[src/rtl/snake_pixel_renderer_pkg.sv]
// Shared definitions for the snake pixel renderer: grid geometry, field
// widths, colour constants and the length clamp helper.
// No ports; imported by the interface, the segment store and the top.
package snake_pixel_renderer_pkg;

    localparam int MAX_LEN    = 32;
    localparam int IDX_W      = $clog2(MAX_LEN);
    localparam int LEN_W      = $clog2(MAX_LEN) + 1;
    localparam int CELL_SHIFT = 4;
    localparam int COLOR_W    = 4;
    localparam int H_ACTIVE   = 640;
    localparam int V_ACTIVE   = 480;
    localparam int POS_W      = 10;
    localparam int CELL_W     = POS_W - CELL_SHIFT;
    localparam int CX_W       = 6;
    localparam int CY_W       = 5;
    localparam int GRID_W     = H_ACTIVE >> CELL_SHIFT;
    localparam int GRID_H     = V_ACTIVE >> CELL_SHIFT;

    typedef struct packed {
        logic [COLOR_W-1:0] r;
        logic [COLOR_W-1:0] g;
        logic [COLOR_W-1:0] b;
    } rgb_t;

    localparam rgb_t WHITE  = 12'hFFF;
    localparam rgb_t YELLOW = 12'hFF0;
    localparam rgb_t GREEN  = 12'h0F0;
    localparam rgb_t RED    = 12'hF00;
    localparam rgb_t BG     = 12'h006;
    localparam rgb_t BLACK  = 12'h000;

    // Lengths beyond the register file saturate rather than wrap.
    function automatic logic [LEN_W-1:0] clamp_len(input logic [LEN_W-1:0] len);
        return (len > LEN_W'(MAX_LEN)) ? LEN_W'(MAX_LEN) : len;
    endfunction

endpackage

[src/rtl/snake_pixel_renderer_if.sv]
// Game-logic write bus into the renderer's shadow snake state.
// master: game logic (drives writes and commit_req, sees commit_done).
// slave : renderer (receives writes, returns the commit_done pulse).
interface snake_pixel_renderer_if;
    import snake_pixel_renderer_pkg::*;

    logic             seg_we;
    logic [IDX_W-1:0] seg_idx;
    logic [CX_W-1:0]  seg_cx;
    logic [CY_W-1:0]  seg_cy;
    logic             len_we;
    logic [LEN_W-1:0] len_in;
    logic             food_we;
    logic [CX_W-1:0]  food_cx;
    logic [CY_W-1:0]  food_cy;
    logic             commit_req;
    logic             commit_done;

    modport master (
        output seg_we, seg_idx, seg_cx, seg_cy,
        output len_we, len_in, food_we, food_cx, food_cy,
        output commit_req,
        input  commit_done
    );

    modport slave (
        input  seg_we, seg_idx, seg_cx, seg_cy,
        input  len_we, len_in, food_we, food_cx, food_cy,
        input  commit_req,
        output commit_done
    );
endinterface

[src/rtl/snake_pixel_renderer_segment_store.sv]
// snake_segment_store: shadow and active copies of the snake state.
// Ports: clk/reset; bus (slave write port, drives commit_done);
// vblank_start (copy trigger); act_* (active snapshot for the renderer).
module snake_segment_store
    import snake_pixel_renderer_pkg::*;
(
    input  logic                  clk,
    input  logic                  reset,
    snake_pixel_renderer_if.slave bus,
    input  logic                  vblank_start,
    output logic [CX_W-1:0]       act_cx [MAX_LEN],
    output logic [CY_W-1:0]       act_cy [MAX_LEN],
    output logic [LEN_W-1:0]      act_len,
    output logic [CX_W-1:0]       act_food_cx,
    output logic [CY_W-1:0]       act_food_cy
);

    logic [CX_W-1:0]  sh_cx [MAX_LEN];
    logic [CY_W-1:0]  sh_cy [MAX_LEN];
    logic [LEN_W-1:0] sh_len;
    logic [CX_W-1:0]  sh_food_cx;
    logic [CY_W-1:0]  sh_food_cy;
    logic             commit_pending;

    // seg_idx is exactly log2(MAX_LEN) wide, so every encodable index is a
    // valid slot and no out-of-range filtering is needed.
    // The active copy samples the shadow's pre-edge contents, so shadow writes
    // landing on the vblank-start cycle wait for the next commit. A commit_req
    // arriving on that same cycle re-arms the pending flag for the next frame.
    always_ff @(posedge clk) begin
        if (reset) begin
            for (int i = 0; i < MAX_LEN; i++) begin
                sh_cx[i]  <= '0;
                sh_cy[i]  <= '0;
                act_cx[i] <= '0;
                act_cy[i] <= '0;
            end
            sh_len          <= '0;
            sh_food_cx      <= '0;
            sh_food_cy      <= '0;
            act_len         <= '0;
            act_food_cx     <= '0;
            act_food_cy     <= '0;
            commit_pending  <= 1'b0;
            bus.commit_done <= 1'b0;
        end else begin
            if (bus.seg_we) begin
                sh_cx[bus.seg_idx] <= bus.seg_cx;
                sh_cy[bus.seg_idx] <= bus.seg_cy;
            end
            if (bus.len_we) begin
                sh_len <= clamp_len(bus.len_in);
            end
            if (bus.food_we) begin
                sh_food_cx <= bus.food_cx;
                sh_food_cy <= bus.food_cy;
            end
            bus.commit_done <= 1'b0;
            if (vblank_start && commit_pending) begin
                act_cx          <= sh_cx;
                act_cy          <= sh_cy;
                act_len         <= sh_len;
                act_food_cx     <= sh_food_cx;
                act_food_cy     <= sh_food_cy;
                bus.commit_done <= 1'b1;
                commit_pending  <= bus.commit_req;
            end else if (bus.commit_req) begin
                commit_pending <= 1'b1;
            end
        end
    end

endmodule

[src/rtl/snake_pixel_renderer.sv]
// snake_pixel_renderer: colours each VGA pixel from the snake state with a
// fixed 3-cycle latency (cell lookup, hit detection, colour select).
// Ports: VGA_clk/reset; x_pos/y_pos/display_enable/hsync_in/vsync_in from the
// sync stage; bus (game write port); frame_tick; red/green/blue; hsync/vsync.
module snake_pixel_renderer
    import snake_pixel_renderer_pkg::*;
(
    input  logic                  VGA_clk,
    input  logic                  reset,
    input  logic [POS_W-1:0]      x_pos,
    input  logic [POS_W-1:0]      y_pos,
    input  logic                  display_enable,
    input  logic                  hsync_in,
    input  logic                  vsync_in,
    snake_pixel_renderer_if.slave bus,
    output logic                  frame_tick,
    output logic [COLOR_W-1:0]    red,
    output logic [COLOR_W-1:0]    green,
    output logic [COLOR_W-1:0]    blue,
    output logic                  hsync,
    output logic                  vsync
);

    logic [CX_W-1:0]  act_cx [MAX_LEN];
    logic [CY_W-1:0]  act_cy [MAX_LEN];
    logic [LEN_W-1:0] act_len;
    logic [CX_W-1:0]  act_food_cx;
    logic [CY_W-1:0]  act_food_cy;
    logic             vblank_start;

    logic [CELL_W-1:0] s1_cx, s1_cy;
    logic              s1_de, s1_hs, s1_vs;
    logic              head_c, body_c, food_c, border_c;
    logic              s2_head, s2_body, s2_food, s2_border;
    logic              s2_de, s2_hs, s2_vs;
    rgb_t              colour;

    assign vblank_start = (x_pos == '0) && (y_pos == POS_W'(V_ACTIVE));

    snake_segment_store u_store (
        .clk          (VGA_clk),
        .reset        (reset),
        .bus          (bus),
        .vblank_start (vblank_start),
        .act_cx       (act_cx),
        .act_cy       (act_cy),
        .act_len      (act_len),
        .act_food_cx  (act_food_cx),
        .act_food_cy  (act_food_cy)
    );

    // Hit detection against the active snapshot; segments at or beyond the
    // current length are masked so stale entries never draw.
    always_comb begin
        head_c   = 1'b0;
        body_c   = 1'b0;
        food_c   = (s1_cx == act_food_cx) && (s1_cy == CELL_W'(act_food_cy));
        border_c = (s1_cx == '0) || (s1_cx == CELL_W'(GRID_W - 1)) ||
                   (s1_cy == '0) || (s1_cy == CELL_W'(GRID_H - 1));
        if (act_len != '0) begin
            head_c = (s1_cx == act_cx[0]) && (s1_cy == CELL_W'(act_cy[0]));
        end
        for (int i = 1; i < MAX_LEN; i++) begin
            if ((LEN_W'(i) < act_len) && (s1_cx == act_cx[i]) &&
                (s1_cy == CELL_W'(act_cy[i]))) begin
                body_c = 1'b1;
            end
        end
    end

    // Priority colour select: blanking, border, head, body, food, background.
    always_comb begin
        colour = BLACK;
        if (!s2_de)         colour = BLACK;
        else if (s2_border) colour = WHITE;
        else if (s2_head)   colour = YELLOW;
        else if (s2_body)   colour = GREEN;
        else if (s2_food)   colour = RED;
        else                colour = BG;
    end

    // Three register stages; syncs travel alongside so they stay aligned with
    // colour, and reset parks every stage at blank with inactive syncs.
    always_ff @(posedge VGA_clk) begin
        if (reset) begin
            s1_cx      <= '0;
            s1_cy      <= '0;
            s1_de      <= 1'b0;
            s1_hs      <= 1'b1;
            s1_vs      <= 1'b1;
            s2_head    <= 1'b0;
            s2_body    <= 1'b0;
            s2_food    <= 1'b0;
            s2_border  <= 1'b0;
            s2_de      <= 1'b0;
            s2_hs      <= 1'b1;
            s2_vs      <= 1'b1;
            red        <= '0;
            green      <= '0;
            blue       <= '0;
            hsync      <= 1'b1;
            vsync      <= 1'b1;
            frame_tick <= 1'b0;
        end else begin
            s1_cx      <= x_pos[POS_W-1:CELL_SHIFT];
            s1_cy      <= y_pos[POS_W-1:CELL_SHIFT];
            s1_de      <= display_enable;
            s1_hs      <= hsync_in;
            s1_vs      <= vsync_in;
            s2_head    <= head_c;
            s2_body    <= body_c;
            s2_food    <= food_c;
            s2_border  <= border_c;
            s2_de      <= s1_de;
            s2_hs      <= s1_hs;
            s2_vs      <= s1_vs;
            red        <= colour.r;
            green      <= colour.g;
            blue       <= colour.b;
            hsync      <= s2_hs;
            vsync      <= s2_vs;
            frame_tick <= vblank_start;
        end
    end

endmodule

[src/flat_wrapper.sv]
// flat-port wrapper written by rule: the top's interface ports become plain ports
module snake_pixel_renderer_flat import snake_pixel_renderer_pkg::*;
  (VGA_clk, reset, x_pos, y_pos, display_enable, hsync_in, vsync_in, frame_tick, red, green, blue, hsync, vsync, bus_seg_we, bus_seg_idx, bus_seg_cx, bus_seg_cy, bus_len_we, bus_len_in, bus_food_we, bus_food_cx, bus_food_cy, bus_commit_req, bus_commit_done);
  snake_pixel_renderer_if bus_i ();
  input  logic VGA_clk;
  input  logic reset;
  input  logic [POS_W-1:0] x_pos;
  input  logic [POS_W-1:0] y_pos;
  input  logic display_enable;
  input  logic hsync_in;
  input  logic vsync_in;
  output logic frame_tick;
  output logic [COLOR_W-1:0] red;
  output logic [COLOR_W-1:0] green;
  output logic [COLOR_W-1:0] blue;
  output logic hsync;
  output logic vsync;
  input wire logic [$bits(bus_i.seg_we)-1:0] bus_seg_we;
  input wire logic [$bits(bus_i.seg_idx)-1:0] bus_seg_idx;
  input wire logic [$bits(bus_i.seg_cx)-1:0] bus_seg_cx;
  input wire logic [$bits(bus_i.seg_cy)-1:0] bus_seg_cy;
  input wire logic [$bits(bus_i.len_we)-1:0] bus_len_we;
  input wire logic [$bits(bus_i.len_in)-1:0] bus_len_in;
  input wire logic [$bits(bus_i.food_we)-1:0] bus_food_we;
  input wire logic [$bits(bus_i.food_cx)-1:0] bus_food_cx;
  input wire logic [$bits(bus_i.food_cy)-1:0] bus_food_cy;
  input wire logic [$bits(bus_i.commit_req)-1:0] bus_commit_req;
  output wire logic [$bits(bus_i.commit_done)-1:0] bus_commit_done;
  assign bus_i.seg_we = bus_seg_we;
  assign bus_i.seg_idx = bus_seg_idx;
  assign bus_i.seg_cx = bus_seg_cx;
  assign bus_i.seg_cy = bus_seg_cy;
  assign bus_i.len_we = bus_len_we;
  assign bus_i.len_in = bus_len_in;
  assign bus_i.food_we = bus_food_we;
  assign bus_i.food_cx = bus_food_cx;
  assign bus_i.food_cy = bus_food_cy;
  assign bus_i.commit_req = bus_commit_req;
  assign bus_commit_done = bus_i.commit_done;
  snake_pixel_renderer u_core (.VGA_clk(VGA_clk), .reset(reset), .x_pos(x_pos), .y_pos(y_pos), .display_enable(display_enable), .hsync_in(hsync_in), .vsync_in(vsync_in), .bus(bus_i), .frame_tick(frame_tick), .red(red), .green(green), .blue(blue), .hsync(hsync), .vsync(vsync));
endmodule
[config.mk]
export PLATFORM = sky130hd
export DESIGN_NAME = snake_pixel_renderer_flat
export DESIGN_NICKNAME = d
export VERILOG_FILES = /design/src/rtl/snake_pixel_renderer_pkg.sv /design/src/rtl/snake_pixel_renderer_if.sv /design/src/rtl/snake_pixel_renderer_segment_store.sv /design/src/rtl/snake_pixel_renderer.sv /design/src/flat_wrapper.sv
export SDC_FILE = /design/constraint.sdc
export NUM_CORES = 2
export LEC_CHECK = 0
export CORE_MARGIN = 2
export CORE_UTILIZATION = 35
export CTS_BUF_LIST = sky130_fd_sc_hd__clkbuf_4
export DETAILED_ROUTE_END_ITERATION = 10
export PLACE_DENSITY = 0.58
export SYNTH_ARGS = -nofsm -noshare
export SYNTH_HDL_FRONTEND = slang
export SYNTH_SLANG_ARGS = --single-unit
[constraint.sdc]
create_clock -name VGA_clk -period 3.2 [get_ports VGA_clk]
set_input_delay 0.64 -clock VGA_clk [delete_from_list [all_inputs] [get_ports VGA_clk]]
set_output_delay 0.64 -clock VGA_clk [all_outputs]
set_load 0.02 [all_outputs]
==> impl_metrics.csv <==
group,metric,value,unit
worst_setup_path,regToRegSetupSlack,0.19,ns
timing,hold_viol,0,
synth,synth_top_area_share,48.9,%
synth,ys_ff_latch,769,
die,initial_core_util,35.2,%
worst_setup_path,cpMaxStageDelayCell,"dfxtp_2",
die,rows,110,
timing,clock_skew,0.0751,ns
pwr,p_leak,13.6,nW
die,chipWidth,304,um
synth,synthCells,3800,
synth,synth.area.top_cells,"dfxtp_1 (49%), nand2_1 (13%), a21oi_1 (9.0%), xor2_1 (7.4%), mux2i_1 (5.6%)",
clock_network,root_buffer,"clkbuf_4",
cells_and_area,syn_to_final_growth,14.7,%
drt,drtIter0Drc,2191,
timing,holdWs,0.0963,ns
hold_path,hold_end,"u_core.u_store.sh_cx[185]",
drt,finalWirelength,94600,um
worst_setup_path,regToRegEndpoint,"u_core.s2_body",
synth,synth-seq-area-share,48.9,%
cells_and_area,nNetsFinal,3959,
hold_path,hold_start,"reset",
timing,setup_ws,0.189,ns
worst_setup_path,path_buf_inv,2,
synth,netlist.top_cell.by_area,"dfxtp_1",
clock_network,clk_latency,1.05,ns
timing,slew_viol_final,0,
cells_and_area,n_fill_cell,9175,
cells_and_area,final-seq-area,15400,um^2
worst_setup_path,crit_type,"reg2reg",
drt,wl_per_cell,18.2,um
clock_network,cts_tree,"built",
cells_and_area,final_util,40.3,%
timing,finalSetupViolCount,0,
global_route,grt_overflow,0,
clock_network,clockBufferDepth,3,
worst_setup_path,cp_max_fo,11,
drt,drc,0,
placed_design,dpl_worst_slack,0.276,ns
worst_setup_path,crit_path_frequent_cell,"buf_4",
clock_network,postCtsResizedCells,0,
worst_setup_path,critPathRequiredTime,4.17,ns
drt,dr_total_vias,25700,
clock_network,path_clk_slew,0.07,ns
timing,grt_setup_unrepaired,"no",
global_route,antenna_found_initial,6,
synth,synth.avg_cell_area,8.29,um^2
hold_path,hold_depth,2,
global_route,grt_pass1_wl,143000,um
timing,layout_min_cycle_time,3.01,ns
synth,syn_area,31500,um^2
placed_design,post-dp-hpwl,57200,um
die,die_h,304,um
global_route,grt_usage,20.0,%
global_route,grt_pass1_vias,24100,
worst_setup_path,reg2regPathDepth,7,
worst_setup_path,cpLargestDelayFamily,"compound AO/OA/AOI/OAI gates",
die,io_pins,78,
worst_setup_path,cp-start-kind,"flip-flop",
placed_design,finalWeightedCongestion,0.813,
worst_setup_path,worstReg2RegStart,"u_core.s1_cx[0]",
hold_path,hold_path_class,"in2reg",
cells_and_area,final_cell_mix,"nand2_1 (1095), dfxtp_1 (758), a21oi_1 (569)",
synth,yosys_warnings,0,
synth,syn-num-nets,3862,
clock_network,numCtsBuffers,196,
worst_setup_path,critical_path_depth,7,
clock_network,clock_sink_count,769,
cells_and_area,multi_input_area,14500,um^2
drt,ant_nets,0,
placed_design,io_buffers,77,
pwr,irDropWorstVdd,0.366,mV
die,core-area,89600,um^2
timing,slew_headroom,36.2,%
worst_setup_path,worstPathArrival,3.98,ns
cells_and_area,drive_gt1_share,12.3,%
drt,routed_via_density,4.94,
timing,min_period_over_period,94.1,%
synth,synth_cell_types,47,
clock_network,cts_setup_buffers,0,
pwr,p_per_area,526,nW/um^2
clock_network,holdBufCountCts,2,
run_status,status,"completed",
worst_setup_path,crit_chain,"buf_4, xnor2_1, nand4_1, o41ai_1, a311oi_1, a41oi_1, buf_4",
timing,worst_pin_slew,0.933,ns
timing,setup_tns,0,ns
timing,max_freq,332,MHz
worst_setup_path,cp_slowest_stage_delay,0.83,ns
run,maxCapViolations,0,
die,dieArea,92400,um^2
global_route,grt_max_degree,122,
clock_network,htree_levels,4,
worst_setup_path,critPathCaptureType,"flip-flop",
pwr,p_total,19.0,mW
cells_and_area,final_common_cell,"nand2_1",
drt,dr.pass1.iters,5,
## sequential cells by signal (all words and copies together) (netlist names), 2 cells and up
name                        count
u_core.blue                     2
u_core.u_store.act_food_cy      5
u_core.u_store.act_food_cx      6
u_core.u_store.sh_len           6
u_core.u_store.sh_cy          160
u_core.u_store.act_cy         160
u_core.s1_cx                    6
u_core.u_store.sh_food_cx       6
u_core.u_store.sh_cx          192
u_core.u_store.act_len          6
u_core.u_store.sh_food_cy       5
u_core.s1_cy                    6
u_core.u_store.act_cx         192
## cell families after synthesis
kind of cell           Yosys count  synth area share, %
XOR/XNOR                       363                 10.1
AND/OR/NAND/NOR               1569                 20.6
AO/OA/AOI/OAI                  597                 9.74
flip-flops                     769                 48.9
multiplexers                   177                 5.63
buffers and inverters          325                 5.06
## worst max-delay path by stage
stage,from,end,slack (ns)
floorplan,x_pos[6],u_core.u_store.act_cx[180],1.16
global placement,u_core.s1_cx[0],u_core.s2_body,0.28
detailed placement,u_core.s1_cx[0],u_core.s2_body,0.28
CTS,u_core.s1_cx[0],u_core.s2_body,0.26
global route,u_core.s1_cx[0],u_core.s2_body,0.17
finish,u_core.s1_cx[0],u_core.s2_body,0.19
## area by class of cell
type	instances	area share, %
sequential	769	42.6
multi-input combinational	2706	40.2
timing repair buffer	221	6.49
clock buffer	297	6.17
tap	1176	4.07
clock inverter	21	0.360
antenna	7	0.0485
inverter	3	0.0312
## metal layers
layer / vias to the layer above / wire, um / GRT usage, %
li1: 12700 / - / -
met3: 160 / 4720 / 3.77
met1: 12200 / 44400 / 27.2
met2: 638 / 43200 / 31.7
met5: - / 23 / 0
met4: 4 / 2230 / 7.02
## through the flow
stage | instance area (um^2) | std cells
CTS | 36100 | 5193
floorplan | 31500 | 3800
global route | 36100 | 5200
global placement | 33700 | 4873
finish | 36100 | 5200
detailed placement | 33700 | 4873
## power by group
| group | switching (mW) | internal (mW) | leakage [nW] |
|---|---|---|---|
| Sequential | 0.0695 | 9.63 | 6.21 |
| Combinational | 0.749 | 0.375 | 6.01 |
| Clock | 3.92 | 4.24 | 1.43 |
| Total | 4.74 | 14.3 | 13.6 |
## synth_stat cells, drive strengths merged
cell type / n
inv: 3
or3: 3
a211o: 1
xor2: 267
xnor2: 96
o21bai: 1
nand4: 46
or2: 8
a21oi: 569
nor4b: 2
o21a: 2
a31oi: 1
nand2b: 9
nor2: 222
a211oi: 1
a2111oi: 4
dfxtp: 769
or4: 6
o2111a: 1
a41oi: 1
o21ai: 6
o211ai: 1
clkbuf: 206
nand4b: 1
nor2b: 14
nand2: 1096
nor3: 11
and3b: 1
nand3b: 8
and2: 3
buf: 116
mux2i: 177
nor4: 72
or3b: 1
o41ai: 4
and3: 2
a311oi: 1
o2111ai: 3
nor3b: 3
nand3: 61
a2111o: 1
Note: power is estimated with default switching activity, not from simulation.
